--- config.mk ---
export PLATFORM = sky130hd
export DESIGN_NAME = lfsr_burst_sched_flat
export DESIGN_NICKNAME = d
export VERILOG_FILES = /design/src/rtl/lfsr_burst_sched_if.sv /design/src/rtl/lfsr_burst_sched.sv /design/src/flat_wrapper.sv
export SDC_FILE = /design/constraint.sdc
export NUM_CORES = 1
export LEC_CHECK = 0
export BUFFER_PORTS_ARGS = -buffer_cell sky130_fd_sc_hd__buf_4
export CAP_MARGIN = 20
export CORE_UTILIZATION = 35
export DETAILED_ROUTE_END_ITERATION = 12
export PLACE_DENSITY_LB_ADDON = 0.05
export SYNTH_ARGS = -nofsm -noshare
export SYNTH_HDL_FRONTEND = slang
export SYNTH_SLANG_ARGS = --single-unit
export TNS_END_PERCENT = 50
--- constraint.sdc ---
create_clock -name i_clk -period 4.97 [get_ports i_clk]
set_input_delay 0.994 -clock i_clk [delete_from_list [all_inputs] [get_ports i_clk]]
set_output_delay 0.994 -clock i_clk [all_outputs]
set_load 0.005 [all_outputs]
--- src/rtl/lfsr_burst_sched_if.sv ---
// Handshake bundle for lfsr_burst_sched: requester side, external LFSR side and output stream.
// slave is the scheduler's view; master is the view of the environment that drives it.
interface lfsr_burst_sched_if #(
    parameter int width     = 8,
    parameter int num_req   = 4,
    parameter int len_width = 4
);
    logic [num_req-1:0]           req;
    logic [num_req*width-1:0]     seed;
    logic [num_req*len_width-1:0] len;
    logic [num_req-1:0]           gnt;
    logic                         busy;
    logic [width-1:0]             lfsr_data;
    logic                         lfsr_load;
    logic                         lfsr_cen;
    logic [width-1:0]             lfsr_count;
    logic [width-1:0]             out_data;
    logic                         out_valid;
    logic                         out_ready;
    logic [1:0]                   out_id;

    modport slave (
        input  req, seed, len, lfsr_count, out_ready,
        output gnt, busy, lfsr_data, lfsr_load, lfsr_cen, out_data, out_valid, out_id
    );

    modport master (
        output req, seed, len, lfsr_count, out_ready,
        input  gnt, busy, lfsr_data, lfsr_load, lfsr_cen, out_data, out_valid, out_id
    );
endinterface

--- src/rtl/lfsr_burst_sched.sv ---
// Round-robin scheduler sharing one loadable LFSR among up to 4 requesters;
// each grant loads the winner's seed and streams len words with valid/ready.
module lfsr_burst_sched #(
    parameter int width     = 8,
    parameter int num_req   = 4,
    parameter int len_width = 4
) (
    input  logic i_clk,
    input  logic i_reset,
    lfsr_burst_sched_if.slave bus
);
    typedef enum logic [1:0] {IDLE, LOAD, RUN} state_t;

    state_t               r_state, w_state_nxt;
    logic [1:0]           r_ptr;
    logic [num_req-1:0]   r_gnt;
    logic [width-1:0]     r_seed;
    logic [len_width-1:0] r_len;
    logic [len_width-1:0] r_rem;
    logic [3:0]           w_req4;
    logic [1:0]           w_win;
    logic                 w_found;
    logic                 w_accept;

    function automatic logic [1:0] rr_idx(input logic [1:0] p, input int k);
        return 2'((int'(p) + k) % num_req);
    endfunction

    // Pad to 4 bits so the 2-bit round-robin index is always in range.
    assign w_req4 = 4'(bus.req);

    always_comb begin
        w_found = 1'b0;
        w_win   = r_ptr;
        for (int k = 1; k <= num_req; k++) begin
            if (!w_found && w_req4[rr_idx(r_ptr, k)]) begin
                w_found = 1'b1;
                w_win   = rr_idx(r_ptr, k);
            end
        end
    end

    always_comb begin
        w_state_nxt   = r_state;
        w_accept      = 1'b0;
        bus.lfsr_load = 1'b1;
        bus.lfsr_cen  = 1'b0;
        bus.lfsr_data = '0;
        bus.out_valid = 1'b0;
        bus.out_data  = '0;
        bus.out_id    = '0;
        case (r_state)
            IDLE: if (w_found) w_state_nxt = LOAD;
            LOAD: begin
                // A zero-length grant still consumes its turn but never touches the LFSR.
                if (r_len != '0) begin
                    bus.lfsr_load = 1'b0;
                    bus.lfsr_cen  = 1'b1;
                    bus.lfsr_data = r_seed;
                    w_state_nxt   = RUN;
                end else begin
                    w_state_nxt   = IDLE;
                end
            end
            RUN: begin
                bus.out_valid = 1'b1;
                bus.out_data  = bus.lfsr_count;
                bus.out_id    = r_ptr;
                w_accept      = bus.out_ready;
                bus.lfsr_cen  = w_accept;
                if (w_accept && r_rem == len_width'(1)) w_state_nxt = IDLE;
            end
            default: w_state_nxt = IDLE;
        endcase
    end

    assign bus.busy = (r_state != IDLE);
    assign bus.gnt  = r_gnt;

    always_ff @(posedge i_clk) begin
        if (!i_reset) begin
            r_state <= IDLE;
            r_ptr   <= 2'(num_req - 1);
            r_gnt   <= '0;
            r_seed  <= '0;
            r_len   <= '0;
            r_rem   <= '0;
        end else begin
            r_state <= w_state_nxt;
            r_gnt   <= '0;
            if (r_state == IDLE && w_found) begin
                r_ptr  <= w_win;
                r_gnt  <= num_req'(1) << w_win;
                r_seed <= bus.seed[w_win*width +: width];
                r_len  <= bus.len[w_win*len_width +: len_width];
            end
            if (r_state == LOAD)
                r_rem <= r_len;
            else if (w_accept)
                r_rem <= r_rem - 1'b1;
        end
    end
endmodule

--- src/flat_wrapper.sv ---
// flat-port wrapper written by rule: the top's interface ports become plain ports
module lfsr_burst_sched_flat 
#(
    parameter int width     = 8,
    parameter int num_req   = 4,
    parameter int len_width = 4
)
  (i_clk, i_reset, bus_req, bus_seed, bus_len, bus_lfsr_count, bus_out_ready, bus_gnt, bus_busy, bus_lfsr_data, bus_lfsr_load, bus_lfsr_cen, bus_out_data, bus_out_valid, bus_out_id);
  lfsr_burst_sched_if #(.width(width), .num_req(num_req), .len_width(len_width)) bus_i ();
  input  logic i_clk;
  input  logic i_reset;
  input wire logic [$bits(bus_i.req)-1:0] bus_req;
  input wire logic [$bits(bus_i.seed)-1:0] bus_seed;
  input wire logic [$bits(bus_i.len)-1:0] bus_len;
  input wire logic [$bits(bus_i.lfsr_count)-1:0] bus_lfsr_count;
  input wire logic [$bits(bus_i.out_ready)-1:0] bus_out_ready;
  output wire logic [$bits(bus_i.gnt)-1:0] bus_gnt;
  output wire logic [$bits(bus_i.busy)-1:0] bus_busy;
  output wire logic [$bits(bus_i.lfsr_data)-1:0] bus_lfsr_data;
  output wire logic [$bits(bus_i.lfsr_load)-1:0] bus_lfsr_load;
  output wire logic [$bits(bus_i.lfsr_cen)-1:0] bus_lfsr_cen;
  output wire logic [$bits(bus_i.out_data)-1:0] bus_out_data;
  output wire logic [$bits(bus_i.out_valid)-1:0] bus_out_valid;
  output wire logic [$bits(bus_i.out_id)-1:0] bus_out_id;
  assign bus_i.req = bus_req;
  assign bus_i.seed = bus_seed;
  assign bus_i.len = bus_len;
  assign bus_i.lfsr_count = bus_lfsr_count;
  assign bus_i.out_ready = bus_out_ready;
  assign bus_gnt = bus_i.gnt;
  assign bus_busy = bus_i.busy;
  assign bus_lfsr_data = bus_i.lfsr_data;
  assign bus_lfsr_load = bus_i.lfsr_load;
  assign bus_lfsr_cen = bus_i.lfsr_cen;
  assign bus_out_data = bus_i.out_data;
  assign bus_out_valid = bus_i.out_valid;
  assign bus_out_id = bus_i.out_id;
  lfsr_burst_sched #(.width(width), .num_req(num_req), .len_width(len_width)) u_core (.i_clk(i_clk), .i_reset(i_reset), .bus(bus_i));
endmodule
==> impl_results.md <==
* Critical path capture point type: output port
* Root Buffer: clkbuf_8
* Synth top area cells: dfxtp_1, mux2i_1, o221ai_2
* Fillers at 420
* Number of port buffers at 88
* Hold Crit Class: flop to flop
* DR iter-0 viols at 48
* Primary FF master, synth: dfxtp_1
* Placed cells at 302
* Dpl hpwl at 2800 µm
* Worst Path Max Fanout at 10
* Post-synthesis net count at 240
* Final hold vios at 0
* Max-Cap Viols at 0
* Mapped Cells at 171
* Pin count of the biggest net entering global routing at 29
* Pwr Total at 0.908 mW
* H-tree Lvls at 1
* Status: complete, no violations
* Clock Path Buffers at 2
* # clock sinks at 24
* Post-synthesis async set-or-reset flop share at 0%
* Layout cell share with drive strength beyond 1 at 41.4%
* Yosys top cell area share at 30.6%
* Post-DP Area at 2240 µm²
* Antenna-violating nets left at 0
* Non-filler cells in the finished layout at 306
* Worst vdd ir at 0.000172 V
* Slew HR at 59.1%
* Worst Path Arrival at 1870 ps
* RSZ-0062 raised after global routing: no
* Mapped Area at 1570 µm²
* Via count at 1488
* Wirelength per Cell at 12.0 µm
* I/O Pins at 89
* Max Fclk at 349 MHz
* Postcts setup bufs at 0
* Distinct cell type count after synthesis at 37
* Num CTS Buffers at 3
* First-pass GRT wire length at 5720 µm
* Number of remaining DRC errors at 0
* Initial Util at 37.9%
* Initial antenna violation count at 0
* Syn_area_per_cell at 9.18 µm²
* Total grt overflow at 0
* CTS tree: built
* All-Layer GR Usage at 16.1%
* Design area at 2310 µm²
* Setup TNS at 0 ps
* Lkg Pwr at 1.15 nW
* CP Launch Type: flop
* PostCTS Resize Cnt at 0
* EDFF count, synth at 0
* Core Rows at 23
* Die area at 4760 µm²
* Area Growth Syn to Fin at 47.1%
* Reg clk slew, reported paths at 80 ps
* Vias in the first global route at 1346
* Post-DR vias/cell at 4.86
* Layout net count at 326
* Power Density at 393 nW/µm²
* R2R setup slack at 3070 ps
* Tcrit/Tclk final at 57.7%
* Routability Congestion at 0.764
* Kind of critical path: flop to output port
* Clk_lat worst skew at 260 ps
* Clock skew at 2.76 ps
* Synth Register Bits at 24
* Drt pass-1 iters at 5
* Largest area contributor in the netlist: dfxtp_1
* Hold slack at 457 ps
* Yosys warnings at 0
* CP required at 3980 ps
* Final wirelength at 3660 µm
* Core area at 4140 µm²
* Worst slew pin tran at 612 ps
* Ant diodes at 0
* Die Ht at 69.0 µm
* Die width at 69.0 µm
* # hold bufs at CTS at 0
* Post-synthesis sequential area ratio at 30.6%
* Min Tclk post-route at 2870 ps
* Max Slew Vio Count at 0
* Final setup viols at 0
## registers in the layout, summed over array words and instances (netlist names)
register,count
u_core.bus.gnt,4
u_core.r_state,2
u_core.r_len,4
u_core.r_rem,4
u_core.r_ptr,2
u_core.r_seed,8
## path summary, 6_finish.rpt
kind         cells after the start          endpoint              start
max                              6      bus_lfsr_cen  u_core.r_state[1]
min                              2  u_core.r_seed[0]   u_core.r_seed[0]
max reg2reg                      6  u_core.r_seed[5]    u_core.r_ptr[0]
min reg2reg                      2  u_core.r_seed[0]   u_core.r_seed[0]
## cells by family after synthesis
| logic type | after synthesis | share of synthesized area [%] |
|---|---|---|
| mux | 27 | 17.2 |
| fa+ha+maj | 6 | 4.78 |
| simple gates | 62 | 19.4 |
| flops | 24 | 30.6 |
| buf+inv | 20 | 7.57 |
| compound gates | 29 | 18.7 |
| xor+xnor | 3 | 1.67 |
## Yosys cell counts, types with 2 or more instances
library cell,number
mux2i_1,27
dfxtp_1,24
and2_1,19
nand2_1,17
nor2_1,17
inv_1,11
o221ai_2,8
ha_1,6
a21oi_1,4
o221ai_1,3
a211oi_1,2
buf_4,2
clkbuf_1,2
nand3_1,2
nor2b_1,2
o211ai_1,2
o21ai_1,2
xor2_1,2
## power breakdown
part / leakage (nW) / total (mW) / internal, mW / switching (mW)
Combinational: 0.913 / 0.440 / 0.222 / 0.218
Clock: 0.0357 / 0.169 / 0.108 / 0.0613
Sequential: 0.198 / 0.299 / 0.258 / 0.0413
## layout by cell type, fill, tap and decap left out, types with 2 or more instances in the layout
cell type | Yosys | layout
a211oi_1 | 2 | 2
a21oi_1 | 4 | 4
and2_1 | 19 | 19
buf_4 | 2 | 89
clkbuf_8 | 0 | 3
dfxtp_1 | 24 | 24
ha_1 | 6 | 6
inv_1 | 11 | 11
mux2i_1 | 27 | 27
nand2_1 | 17 | 17
nand3_1 | 2 | 2
nor2_1 | 17 | 17
nor2b_1 | 2 | 2
o211ai_1 | 2 | 2
o21ai_1 | 2 | 2
o221ai_1 | 3 | 3
o221ai_2 | 8 | 8
xor2_1 | 2 | 2
## worst max-delay path: stages (launching register included)
cell	delay, ps
dfxtp_1	330
inv_1	100
ha_1	330
o41a_1	440
inv_1	100
a21boi_0	180
buf_4	130
## layer usage
metal,share of wire (%),vias to the layer above,GRT usage [%],wire (µm)
met4,0.87,0,4.59,32
met3,12,4,4.11,435
met1,42,644,20.1,1550
li1,-,770,-,-
met5,0,-,0,0
met2,45,70,27.1,1650
## through the flow
step | setup slack, ps | utilization, %
after floorplan | 2630 | -
after global placement | 2310 | 54.0
after detailed placement | 2240 | 54.0
after CTS | 2070 | 55.7
after global routing | 1940 | 55.7
final | 2100 | 55.7
## area by class of cell
| type | instances | area, µm² | share of cell area [%] |
|---|---|---|---|
| multi-input cells | 127 | 982 | 42.5 |
| repair buffers | 89 | 668 | 28.9 |
| flip-flops and latches | 24 | 480 | 20.8 |
| well taps | 50 | 62.6 | 2.71 |
| inverters | 12 | 45.0 | 1.95 |
| clock buffers | 3 | 41.3 | 1.79 |
| clock inverters | 1 | 30.0 | 1.30 |
Power figures use the tool's default switching activity.
